[config.mk]
export PLATFORM = sky130hd
export DESIGN_NAME = seg_scan_decoder_flat
export DESIGN_NICKNAME = d
export VERILOG_FILES = /design/src/rtl/seg_scan_decoder_if.sv /design/src/rtl/seg_scan_decoder.sv /design/src/flat_wrapper.sv
export SDC_FILE = /design/constraint.sdc
export NUM_CORES = 1
export LEC_CHECK = 0
export CAP_MARGIN = 20
export CORE_MARGIN = 2
export CORE_UTILIZATION = 25
export DETAILED_ROUTE_END_ITERATION = 16
export PLACE_DENSITY = 0.41
export SYNTH_ARGS = -nofsm -noshare
export SYNTH_HDL_FRONTEND = slang
export SYNTH_SLANG_ARGS = --single-unit
[constraint.sdc]
create_clock -name clk -period 4.2 [get_ports clk]
set_input_delay 0.42 -clock clk [delete_from_list [all_inputs] [get_ports clk]]
set_output_delay 0.42 -clock clk [all_outputs]
set_load 0.01 [all_outputs]
[src/rtl/seg_scan_decoder_if.sv]
// Bundle for the scanned seven-segment bus and the decoded time frame.
// The display side or bench drives the bus as master. The decoder is the slave.
interface seg_scan_decoder_if;
    logic [7:0] seg;
    logic [7:0] an;
    logic [3:0] ones_min;
    logic [3:0] tens_min;
    logic [3:0] ones_hour;
    logic [3:0] tens_hour;
    logic [3:0] dp_mask;
    logic       frame_valid;
    logic       frame_changed;
    logic       decode_err;
    logic       stale;

    modport master (
        output seg, an,
        input  ones_min, tens_min, ones_hour, tens_hour, dp_mask,
        input  frame_valid, frame_changed, decode_err, stale
    );

    modport slave (
        input  seg, an,
        output ones_min, tens_min, ones_hour, tens_hour, dp_mask,
        output frame_valid, frame_changed, decode_err, stale
    );
endinterface

[src/rtl/seg_scan_decoder.sv]
// Loopback decoder that turns the multiplexed seven-segment scan back into an HH:MM frame.
// Each digit is accepted only after it has been steady for STABLE_CYCLES samples.
module seg_scan_decoder #(
    parameter int STABLE_CYCLES = 64,
    parameter int FRAME_TIMEOUT = 100000
) (
    input  logic              clk,
    input  logic              reset,
    seg_scan_decoder_if.slave bus
);
    localparam int DW = $clog2(STABLE_CYCLES + 1);
    localparam int TW = $clog2(FRAME_TIMEOUT + 1);
    localparam logic [DW-1:0] DWELL_MAX = DW'(STABLE_CYCLES);
    localparam logic [DW-1:0] DWELL_ONE = DW'(1);
    localparam logic [TW-1:0] TMO_MAX   = TW'(FRAME_TIMEOUT);
    localparam logic [TW-1:0] TMO_ONE   = TW'(1);

    // Returns {illegal, digit}. An all-dark pattern is a blank digit (4'hF).
    function automatic logic [4:0] seg_decode(input logic [6:0] pat);
        logic [4:0] res;
        case (pat)
            7'h40:   res = {1'b0, 4'h0};
            7'h79:   res = {1'b0, 4'h1};
            7'h24:   res = {1'b0, 4'h2};
            7'h30:   res = {1'b0, 4'h3};
            7'h19:   res = {1'b0, 4'h4};
            7'h12:   res = {1'b0, 4'h5};
            7'h02:   res = {1'b0, 4'h6};
            7'h78:   res = {1'b0, 4'h7};
            7'h00:   res = {1'b0, 4'h8};
            7'h10:   res = {1'b0, 4'h9};
            7'h7F:   res = {1'b0, 4'hF};
            default: res = {1'b1, 4'hF};
        endcase
        return res;
    endfunction

    logic [15:0]   sample_r;
    logic [DW-1:0] dwell_r;
    logic          accept_r;
    logic [3:0]    seen_r;
    logic [15:0]   shadow_digit_r;
    logic [3:0]    shadow_dp_r;
    logic [15:0]   out_digit_r;
    logic [3:0]    out_dp_r;
    logic          frame_valid_r;
    logic          frame_changed_r;
    logic          decode_err_r;
    logic          stale_r;
    logic [TW-1:0] tmo_r;

    logic [15:0]   sample_in_s;
    logic [DW-1:0] dwell_next_s;
    logic          accept_next_s;
    logic [7:0]    seg_s;
    logic [7:0]    an_s;
    logic [3:0]    slot_oh_s;
    logic          slot_ok_s;
    logic [4:0]    dec_s;
    logic [15:0]   shadow_digit_next_s;
    logic [3:0]    shadow_dp_next_s;
    logic [3:0]    seen_next_s;
    logic          err_s;
    logic          frame_done_s;
    logic          frame_diff_s;
    logic [TW-1:0] tmo_next_s;

    assign sample_in_s = {bus.seg, bus.an};
    assign seg_s       = sample_r[15:8];
    assign an_s        = sample_r[7:0];
    assign slot_oh_s   = ~an_s[3:0];
    assign slot_ok_s   = (an_s[7:4] == 4'hF) && (slot_oh_s != 4'h0)
                         && ((slot_oh_s & (slot_oh_s - 4'h1)) == 4'h0);
    assign dec_s       = seg_decode(seg_s[6:0]);

    // Dwell counter and one-shot accept strobe for a steady sample.
    always_comb begin
        dwell_next_s = DWELL_ONE;
        if (sample_in_s != sample_r) begin
            dwell_next_s = DWELL_ONE;
        end else if (dwell_r == DWELL_MAX) begin
            dwell_next_s = DWELL_MAX;
        end else begin
            dwell_next_s = dwell_r + DWELL_ONE;
        end
        accept_next_s = (dwell_next_s == DWELL_MAX) && (dwell_r != DWELL_MAX);
    end

    // Classify the accepted sample and update the shadow frame.
    always_comb begin
        shadow_digit_next_s = shadow_digit_r;
        shadow_dp_next_s    = shadow_dp_r;
        seen_next_s         = seen_r;
        err_s               = 1'b0;
        if (!accept_r) begin
            seen_next_s = seen_r;
        end else if (an_s == 8'hFF) begin
            seen_next_s = seen_r;
        end else if (slot_ok_s && !dec_s[4]) begin
            for (int i = 0; i < 4; i++) begin
                if (slot_oh_s[i]) begin
                    shadow_digit_next_s[4*i +: 4] = dec_s[3:0];
                    shadow_dp_next_s[i]           = ~seg_s[7];
                end else begin
                    shadow_digit_next_s[4*i +: 4] = shadow_digit_r[4*i +: 4];
                    shadow_dp_next_s[i]           = shadow_dp_r[i];
                end
            end
            seen_next_s = seen_r | slot_oh_s;
        end else begin
            err_s       = 1'b1;
            seen_next_s = 4'h0;
        end
        frame_done_s = (seen_next_s == 4'hF);
        frame_diff_s = ({shadow_digit_next_s, shadow_dp_next_s} != {out_digit_r, out_dp_r});
    end

    // Timeout counter; a completing frame takes priority over saturation.
    always_comb begin
        tmo_next_s = tmo_r;
        if (frame_done_s) begin
            tmo_next_s = {TW{1'b0}};
        end else if (tmo_r == TMO_MAX) begin
            tmo_next_s = TMO_MAX;
        end else begin
            tmo_next_s = tmo_r + TMO_ONE;
        end
    end

    // All state, including the registered outputs.
    always_ff @(posedge clk) begin
        if (reset) begin
            sample_r        <= 16'hFFFF;
            dwell_r         <= {DW{1'b0}};
            accept_r        <= 1'b0;
            seen_r          <= 4'h0;
            shadow_digit_r  <= 16'h0000;
            shadow_dp_r     <= 4'h0;
            out_digit_r     <= 16'h0000;
            out_dp_r        <= 4'h0;
            frame_valid_r   <= 1'b0;
            frame_changed_r <= 1'b0;
            decode_err_r    <= 1'b0;
            stale_r         <= 1'b0;
            tmo_r           <= {TW{1'b0}};
        end else begin
            sample_r        <= sample_in_s;
            dwell_r         <= dwell_next_s;
            accept_r        <= accept_next_s;
            shadow_digit_r  <= shadow_digit_next_s;
            shadow_dp_r     <= shadow_dp_next_s;
            seen_r          <= frame_done_s ? 4'h0 : seen_next_s;
            frame_valid_r   <= frame_done_s;
            frame_changed_r <= frame_done_s && frame_diff_s;
            decode_err_r    <= err_s;
            tmo_r           <= tmo_next_s;
            stale_r         <= (tmo_next_s >= TMO_MAX);
            if (frame_done_s) begin
                out_digit_r <= shadow_digit_next_s;
                out_dp_r    <= shadow_dp_next_s;
            end
        end
    end

    assign bus.ones_min      = out_digit_r[3:0];
    assign bus.tens_min      = out_digit_r[7:4];
    assign bus.ones_hour     = out_digit_r[11:8];
    assign bus.tens_hour     = out_digit_r[15:12];
    assign bus.dp_mask       = out_dp_r;
    assign bus.frame_valid   = frame_valid_r;
    assign bus.frame_changed = frame_changed_r;
    assign bus.decode_err    = decode_err_r;
    assign bus.stale         = stale_r;
endmodule

[src/flat_wrapper.sv]
// flat-port wrapper written by rule: the top's interface ports become plain ports
module seg_scan_decoder_flat 
#(
    parameter int STABLE_CYCLES = 64,
    parameter int FRAME_TIMEOUT = 100000
)
  (clk, reset, bus_seg, bus_an, bus_ones_min, bus_tens_min, bus_ones_hour, bus_tens_hour, bus_dp_mask, bus_frame_valid, bus_frame_changed, bus_decode_err, bus_stale);
  seg_scan_decoder_if bus_i ();
  input  logic clk;
  input  logic reset;
  input wire logic [$bits(bus_i.seg)-1:0] bus_seg;
  input wire logic [$bits(bus_i.an)-1:0] bus_an;
  output wire logic [$bits(bus_i.ones_min)-1:0] bus_ones_min;
  output wire logic [$bits(bus_i.tens_min)-1:0] bus_tens_min;
  output wire logic [$bits(bus_i.ones_hour)-1:0] bus_ones_hour;
  output wire logic [$bits(bus_i.tens_hour)-1:0] bus_tens_hour;
  output wire logic [$bits(bus_i.dp_mask)-1:0] bus_dp_mask;
  output wire logic [$bits(bus_i.frame_valid)-1:0] bus_frame_valid;
  output wire logic [$bits(bus_i.frame_changed)-1:0] bus_frame_changed;
  output wire logic [$bits(bus_i.decode_err)-1:0] bus_decode_err;
  output wire logic [$bits(bus_i.stale)-1:0] bus_stale;
  assign bus_i.seg = bus_seg;
  assign bus_i.an = bus_an;
  assign bus_ones_min = bus_i.ones_min;
  assign bus_tens_min = bus_i.tens_min;
  assign bus_ones_hour = bus_i.ones_hour;
  assign bus_tens_hour = bus_i.tens_hour;
  assign bus_dp_mask = bus_i.dp_mask;
  assign bus_frame_valid = bus_i.frame_valid;
  assign bus_frame_changed = bus_i.frame_changed;
  assign bus_decode_err = bus_i.decode_err;
  assign bus_stale = bus_i.stale;
  seg_scan_decoder #(.STABLE_CYCLES(STABLE_CYCLES), .FRAME_TIMEOUT(FRAME_TIMEOUT)) u_core (.clk(clk), .reset(reset), .bus(bus_i));
endmodule
# Word-level counts from Yosys, hierarchy flattened
# Cells that the tools add are included.
[op_classes]
add_sub_neg = 3
n_mul = 0
n_div = 0
n_lt_le_gt_ge = 1
eq_ne = 19
n_shift = 0
mux = 23
bitwise = 5
reduce_logical = 11
[ops]
columns = ["cell", "n"]
rows = [
  ["case mux 5 bit (11 select lines)", 1],
  ["2-to-1 mux 16 bit", 3],
  ["== test 7 bit (second input constant)", 6],
  ["2-to-1 mux 4 bit", 10],
  ["2-to-1 mux 17 bit", 2],
  ["== test 7 x 5 -> 1 bit (second input constant)", 3],
  ["!= test 20 bit", 1],
  ["adder 17 x 1 -> 17 bit (second input constant)", 1],
  ["== test 17 bit (second input constant)", 1],
  ["greater-or-equal comparator 17 bit (second input constant)", 1],
  ["!= test 16 bit", 1],
  ["== test 7 x 6 -> 1 bit (second input constant)", 2],
  ["2-to-1 mux 7 bit", 2],
  ["== test 4 bit (second input constant)", 2],
  ["== test 8 bit (second input constant)", 1],
  ["adder 7 x 1 -> 7 bit (second input constant)", 1],
  ["== test 7 x 2 -> 1 bit (second input constant)", 1],
  ["zero test 7 bit", 1],
  ["!= test 7 bit (second input constant)", 1],
  ["logical AND 1 bit", 5],
  ["2-to-1 mux 1 bit", 5],
  ["bitwise AND 4 bit", 1],
  ["zero test 4 bit", 1],
  ["NOT 4 bit", 1],
  ["7 further kinds", 8],
]
[totals]
ff_bits = 89
latchBits = 0
ram_bits = 0
mem_bits_ro = 0
input_bits = 18
out_inout_bits = 24
elab_cells = 75
mem_count = 0

# Depth between registers and ports, before layout
# Gate-level depths: netlist (run 1).
[depth]
word_depth = 12
mapped_depth = 12
ltp_nobuf = 10

# Worst setup path after synthesis (run 1)
# No wires, ideal clock.
[synth_path]
path_kind = "reg-to-reg"
startpoint = "register u_core.sample_r[8]"
endpoint = "register u_core.frame_changed_r (netlist: u_core.bus.frame_changed)"
setup_ns = 0.134
arrival_ns = 3.205
t_required_ns = 4.066
path_slack_ns = 0.861
stages_incl_launch_ff = 12
path_buffers = 2
period_less_slack_ns = 3.339
cell_sequence = "dfxtp_1 > buf_6 > or3_4 > or3_4 > and3_4 > a211oi_1 > clkbuf_1 > mux2i_1 > o211ai_1 > or4_1 > nor4_2 > a311oi_1"
[synth_via]
elab_chain_len = 9
word_cells_on_any_way = 30
cone_classes = "eq/ne: 12; mux: 14; reduce/logical: 4"
[synth_lines]
columns = ["element", "line", "text"]
rows = [
  ["start, declared", "seg_scan_decoder.sv:38", "logic [15:0] sample_r;"],
  ["start signal, assigned", "seg_scan_decoder.sv:147", "sample_r <= sample_in_s;"],
  ["== test 7 bit, or another cell as far along", "seg_scan_decoder.sv:21", "case (pat)"],
  ["case mux 5 bit (11 select lines) *", "seg_scan_decoder.sv:21", ""],
  ["zero test 1 bit", "seg_scan_decoder.sv:99", "end else if (slot_ok_s && !dec_s[4]) begin"],
  ["logical AND 1 bit", "seg_scan_decoder.sv:99", ""],
  ["2-to-1 mux 4 bit / 2-to-1 mux 16 bit (equally long branches)", "seg_scan_decoder.sv:99", ""],
  ["2-to-1 mux 4 bit / 2-to-1 mux 16 bit (equally long branches)", "seg_scan_decoder.sv:97", "end else if (an_s == 8'hFF) begin"],
  ["2-to-1 mux 4 bit / 2-to-1 mux 16 bit (equally long branches)", "seg_scan_decoder.sv:95", "if (!accept_r) begin"],
  ["!= test 20 bit / == test 4 bit (equally long branches)", "seg_scan_decoder.sv:115, seg_scan_decoder.sv:114", ""],
  ["logical AND 1 bit *", "seg_scan_decoder.sv:154", "frame_changed_r <= frame_done_s && frame_diff_s;"],
  ["end signal, assigned", "seg_scan_decoder.sv:154", ""],
  ["end, declared", "seg_scan_decoder.sv:47", "logic frame_changed_r;"],
]
# Mark *: on every way between the ends. The rest lies on a longest branch, timed or not.
# A chain may end at the register's enable or synchronous reset.

# Final worst setup path (run 1)
# Ends and elaborated chain as after synthesis.

==> results of run 1 <==
[cells by family (layout without fill, tap and decap cells)]
logic type | Yosys count | after routing
simple gates | 242 | 242
flops | 89 | 89
compound gates | 82 | 82
xor+xnor | 51 | 51
buf+inv | 49 | 80
mux | 9 | 9
fa+ha+maj | 4 | 4
[cells in the final DEF, fill, tap and decap left out, types with 13 or more instances in the layout]
master,instances
nand2_1,54
nand3_1,16
o21ai_0,15
inv_1,17
nand4_1,14
dfxtp_1,89
xor2_1,13
xnor2_1,38
or2_2,17
a21oi_1,16
nand3b_1,19
clkdlybuf4s50_1,40
nor2_1,66
[sequential cells by signal, summed over array words and instances, names as in the netlist, 4 cells and up]
name                   cells
u_core.bus.dp_mask         4
u_core.dwell_r             7
u_core.out_digit_r        16
u_core.sample_r           16
u_core.seen_r              4
u_core.shadow_digit_r     16
u_core.shadow_dp_r         4
u_core.tmo_r              17
[where the power goes]
group	leakage (nW)	switching, mW	internal [mW]
logic	1.03	0.0491	0.0478
clock network	0.138	0.346	0.446
registers	0.722	0.0190	0.855
total	1.89	0.415	1.35
[cell usage after synthesis (4+ instances only)]
library cell / n / area [um2]
or2_2: 17 / 106.4
nor2_1: 66 / 247.7
xnor2_1: 38 / 332.8
inv_1: 17 / 63.81
nand2_1: 54 / 202.7
nor3_1: 9 / 45.04
nand2b_1: 9 / 56.30
a21oi_1: 16 / 80.08
nor2b_1: 6 / 37.54
a211oi_1: 6 / 45.04
o31ai_1: 6 / 45.04
o21ai_0: 15 / 75.07
clkbuf_1: 24 / 90.09
xor2_1: 13 / 113.9
ha_1: 4 / 50.05
o211ai_1: 4 / 30.03
mux2i_1: 9 / 90.09
o21a_1: 4 / 30.03
nor4_1: 5 / 31.28
nand4_1: 14 / 87.58
nand3b_1: 19 / 142.6
dfxtp_1: 89 / 1782
a22o_1: 4 / 35.03
nand3_1: 16 / 80.08
and3_1: 6 / 37.54
[cell type report]
class	instances	area (um2)	area share [%]
multi-input cells	388	2416	45.73
flip-flops and latches	89	1782	33.72
repair buffers	48	457.9	8.667
well taps	225	281.5	5.328
clock buffers	13	270.3	5.115
inverters	17	63.81	1.208
clock inverters	2	12.51	0.2368
[worst max path at each step]
| stage | end | depth (start not counted) | slack, ns | startpoint |
|---|---|---|---|---|
| floorplan | u_core.bus.frame_changed | 11 | 0.86 | u_core.sample_r[8] |
| global placement | u_core.bus.frame_changed | 9 | 0.74 | u_core.sample_r[9] |
| detailed placement | u_core.bus.frame_changed | 9 | 0.61 | u_core.sample_r[9] |
| CTS | u_core.bus.frame_changed | 9 | 0.59 | u_core.sample_r[9] |
| global route | u_core.bus.stale | 9 | 0.52 | u_core.sample_r[8] |
| finish | u_core.bus.frame_changed | 10 | 0.85 | u_core.sample_r[8] |
[routing by layer]
metal | global-route usage [%] | wire length (um) | vias to the layer above
met4 | 4.167 | 106 | 0
met5 | 0 | 0 | -
li1 | - | - | 1860
met1 | 18.55 | 5916 | 1692
met3 | 3.037 | 379 | 7
met2 | 20.47 | 5265 | 54
[worst max-delay path, cell delays in order, from the launching register on]
cell and delay [ns]:
dfxtp_1 0.38, or3_4 0.43, or3_4 0.39, and3_4 0.20, a211oi_1 0.19, buf_4 0.24, mux2i_1 0.33, o211ai_1 0.11
or4_1 0.55, nor4_2 0.28, a311oi_1 0.11
==> flow_summary.json, run 1 <==
{
  "die_h_um": 136.6,
  "finalCritPeriodShare_pct": 79.86,
  "cts_buffers": 9,
  "h-tree-depth": 3,
  "area_delta_synth_final_pct": 20.21,
  "synth-edff-count": 0,
  "grt_use_total_pct": 13.35,
  "skew_ns": 0.007335,
  "hold_ws_ns": 0.4779,
  "hold_violations": 0,
  "cts_tree": "yes",
  "synth_cell_types": 57,
  "drive_above_1_share_pct": 8.797,
  "async_reset_ff_share_pct": 0,
  "setup_tns_ns": 0,
  "grt_pass1_vias": 3594,
  "synthCells": 526,
  "cts-root-buf": "clkbuf_16",
  "fin_util_pct": 30.65,
  "netlist_area_um2": 4395,
  "drv_cap": 0,
  "muxShareOfSynthArea_pct": 2.050,
  "cts_hold_buf": 0,
  "drv_slew": 0,
  "dieArea_um2": 18660,
  "post-dp-hpwl_um": 8400,
  "ys_seq_elements": 89,
  "rr_endpoint": "u_core.bus.frame_changed",
  "grt_pass1_wl_um": 19020,
  "slew_headroom_pct": 48.24,
  "syn_nets": 548,
  "p_leak_nw": 1.894,
  "hold_end": "u_core.tmo_r[0]",
  "synth_simple_gate_area_share_pct": 28.32,
  "max_freq_ghz": 0.2981,
  "grt_max_degree": 33,
  "yosys_warnings": 0,
  "synth_fa_ha_area_share_pct": 1.139,
  "place_ws_ns": 0.6116,
  "ir_drop_uv": 208.9,
  "io_buffers": 41,
  "finalSetupViolations": 0,
  "r2r_start": "u_core.sample_r[8]",
  "ioPinCount": 42,
  "stdcell_count": 782,
  "reg2reg_slack_ns": 0.85,
  "clkTransAtPathRegs_ns": 0.06,
  "worstHoldPathCells": 1,
  "rsz0062_at_grt": "false",
  "cts_setup_buffers": 0,
  "vias": 3613,
  "min_period_ns": 3.354,
  "nFillCells": 1808,
  "viasPerCell": 4.620,
  "ff2ff_path_depth": 10,
  "crit_arrival_ns": 3.56,
  "synth_top_family_by_area": "simple AND/OR/NAND/NOR gates",
  "antennaDiodeCount": 0,
  "start_kind": "register",
  "antenna_found_initial": 0,
  "wirelength_um": 11670,
  "tightest_slew_ns": 0.7682,
  "clk_latency_ns": 0.35,
  "detail-route-antenna-nets": 0,
  "min_from": "u_core.tmo_r[0]",
  "min_path_type": "register to register",
  "p_total_mw": 1.764,
  "place_area_um2": 4994,
  "first_iter_violations": 170,
  "power.density_nw_per_um2": 333.8,
  "initial_core_util_pct": 25.50,
  "synth_compound_area_share_pct": 13.18,
  "clk_path_buf_depth": 2,
  "core_um2": 17240,
  "synth_top_flop_cell": "dfxtp_1",
  "required_ns": 4.41,
  "final_nets": 575,
  "wl_per_cell_um": 14.92,
  "syn_avg_cell_area_um2": 8.356,
  "critical_path.max_fanout": 12,
  "final_area_um2": 5284,
  "cp-end-kind": "register",
  "dp.cells": 766,
  "cts_resized": 0,
  "cts_sinks": 89,
  "post-route-drc-count": 0,
  "rows": 48,
  "status": "completed",
  "dr.pass1.iters": 6,
  "grt-ovfl-total": 0,
  "synth_xor_area_share_pct": 10.16,
  "place.gp.congestion": 0.8521,
  "setup_ws_ns": 0.8460,
  "ys_seq_area_share_pct": 40.54,
  "die_w_um": 136.6,
  "path_class": "register to register"
}
Power figures use the tool's default switching activity.
==> run 2: changes to the inputs <==
==> constraint.sdc (replaced) <==
create_clock -name clk -period 3.5 [get_ports clk]
set_input_delay 0.35 -clock clk [delete_from_list [all_inputs] [get_ports clk]]
set_output_delay 0.35 -clock clk [all_outputs]
set_load 0.01 [all_outputs]
==> flow_summary.json, run 2 (same netlist as run 1, synthesis figures left out) <==
{
  "status": "completed",
  "drv_cap": 0,
  "layout_commonest_cell": "dfxtp_1",
  "rsz0062_at_grt": "true",
  "skew_ns": 0.005025,
  "ir_drop_uv": 209.9,
  "min_period_ns": 3.312,
  "place.gp.congestion": 0.8370,
  "clkTransAtPathRegs_ns": 0.06,
  "tightest_slew_ns": 0.8544,
  "cp-end-kind": "register",
  "cts-root-buf": "clkbuf_16",
  "grt_pass1_wl_um": 19040,
  "critPathTopFamily": "simple AND/OR/NAND/NOR gates",
  "grt-ovfl-total": 0,
  "h-tree-depth": 3,
  "critPathBufInv": 0,
  "initial_core_util_pct": 25.50,
  "layout_common_cells": "dfxtp_1 (89), nor2_1 (66), nand2_1 (54)",
  "path_class": "register to register",
  "post-dp-hpwl_um": 8535,
  "min_path_type": "input port to register",
  "ioPinCount": 42,
  "grt_use_total_pct": 13.28,
  "reg2reg_slack_ns": 0.19,
  "antennaDiodeCount": 0,
  "grt_pass1_vias": 3572,
  "dr.pass1.iters": 4,
  "cts_tree": "yes",
  "fin_util_pct": 31.05,
  "viasPerCell": 4.638,
  "multi_input_area_um2": 2425,
  "finalCritPeriodShare_pct": 94.63,
  "hold_ws_ns": 0.3820,
  "wl_per_cell_um": 14.53,
  "required_ns": 3.71,
  "io_buffers": 41,
  "slowest_stage": "or4_1",
  "rows": 48,
  "drive_above_1_share_pct": 10.12,
  "dieArea_um2": 18660,
  "cts_hold_buf": 0,
  "slowest_delay_ns": 0.53,
  "clk_latency_ns": 0.34,
  "drv_slew": 0,
  "area_delta_synth_final_pct": 21.78,
  "core_um2": 17240,
  "crit_top_cell": "or3_4",
  "nFillCells": 1808,
  "start_kind": "register",
  "antenna_found_initial": 0,
  "post-route-drc-count": 0,
  "wirelength_um": 11450,
  "cp_cell_sequence": "or3_4 > or3_4 > nand3_1 > nor2_2 > or3_2 > a211o_1 > or4_1 > nor4_2 > a311oi_1",
  "cts_sinks": 89,
  "detail-route-antenna-nets": 0,
  "max_freq_ghz": 0.3019,
  "critical_path.max_fanout": 8,
  "power.density_nw_per_um2": 386.2,
  "final_nets": 583,
  "vias": 3655,
  "die_h_um": 136.6,
  "die_w_um": 136.6,
  "grt_max_degree": 45,
  "first_iter_violations": 153,
  "p_leak_nw": 1.934,
  "hold_violations": 0,
  "slew_headroom_pct": 42.44,
  "finalSetupViolations": 0,
  "top_register": "u_core.tmo_r",
  "cts_buffers": 9,
  "ff_latch_area_um2": 1782,
  "clk_path_buf_depth": 2,
  "crit_arrival_ns": 3.52,
  "largest_register_ffs": 17
}
==> run 2: cell count changes in the layout (fill, tap and decap cells not counted), sizes merged <==
cell | previous run | this run
clkinvlp | 1 | 0
clkinv | 1 | 0
buf | 8 | 16
==> run 2: worst paths after layout <==
| check | start | endpoint | cells after the start |
|---|---|---|---|
| max | u_core.sample_r[8] | u_core.bus.frame_changed | 9 |
| min | reset | u_core.dwell_r[0] | 2 |
| min reg2reg | u_core.tmo_r[0] | u_core.tmo_r[0] | 1 |
| max reg2reg | u_core.sample_r[8] | u_core.bus.frame_changed | 9 |
==> run 2: where the power goes <==
| group | switching [mW] | internal (mW) | total (mW) |
|---|---|---|---|
| combinational | 0.0607 | 0.0602 | 0.121 |
| sequential | 0.0212 | 1.03 | 1.05 |
| clock | 0.371 | 0.528 | 0.898 |
| total | 0.452 | 1.61 | 2.07 |
==> run 2: worst reg2reg max path: stages, from the launching register on <==
cell	delay, ns
dfxtp_1	0.38
or3_4	0.44
or3_4	0.40
nand3_1	0.21
nor2_2	0.09
or3_2	0.47
a211o_1	0.27
or4_1	0.53
nor4_2	0.28
a311oi_1	0.12
==> run 2: final cells by class <==
type	instances	share of cell area, %
clock buffers	13	5.049
inverters	17	1.192
multi-input cells	388	45.30
flip-flops and latches	89	33.29
well taps	225	5.259
repair buffers	56	9.911
==> run 2: routing by layer <==
layer	global-route usage, %	share of wire [%]
met1	18.38	50
met3	2.630	3.4
met2	20.25	44
met5	0	0
met4	5.208	1.6
==> run 2: repair_timing <==
item                                    CTS  global route
endpoints found under the hold margin     0             0
endpoints found under the setup margin    0            15
buffers inserted                          0             0
resized for setup                         0             2
==> run 2: per-stage QoR <==
step | instance area, um2 | total power [mW] | std cells | setup TNS, ns | setup slack, ns
2_1_floorplan | 4395 | 1.145 | 526 | 0 | 0.1610
3_3_place_gp | 5074 | 1.193 | 775 | 0 | 0.2365
3_5_place_dp | 5074 | 1.193 | 775 | 0 | 0.1686
4_1_cts | 5344 | 2.111 | 788 | 0 | 0.1459
5_1_grt | 5353 | 2.158 | 788 | -0.007960 | -0.007960
6_report | 5353 | 2.067 | 788 | 0 | 0.1880
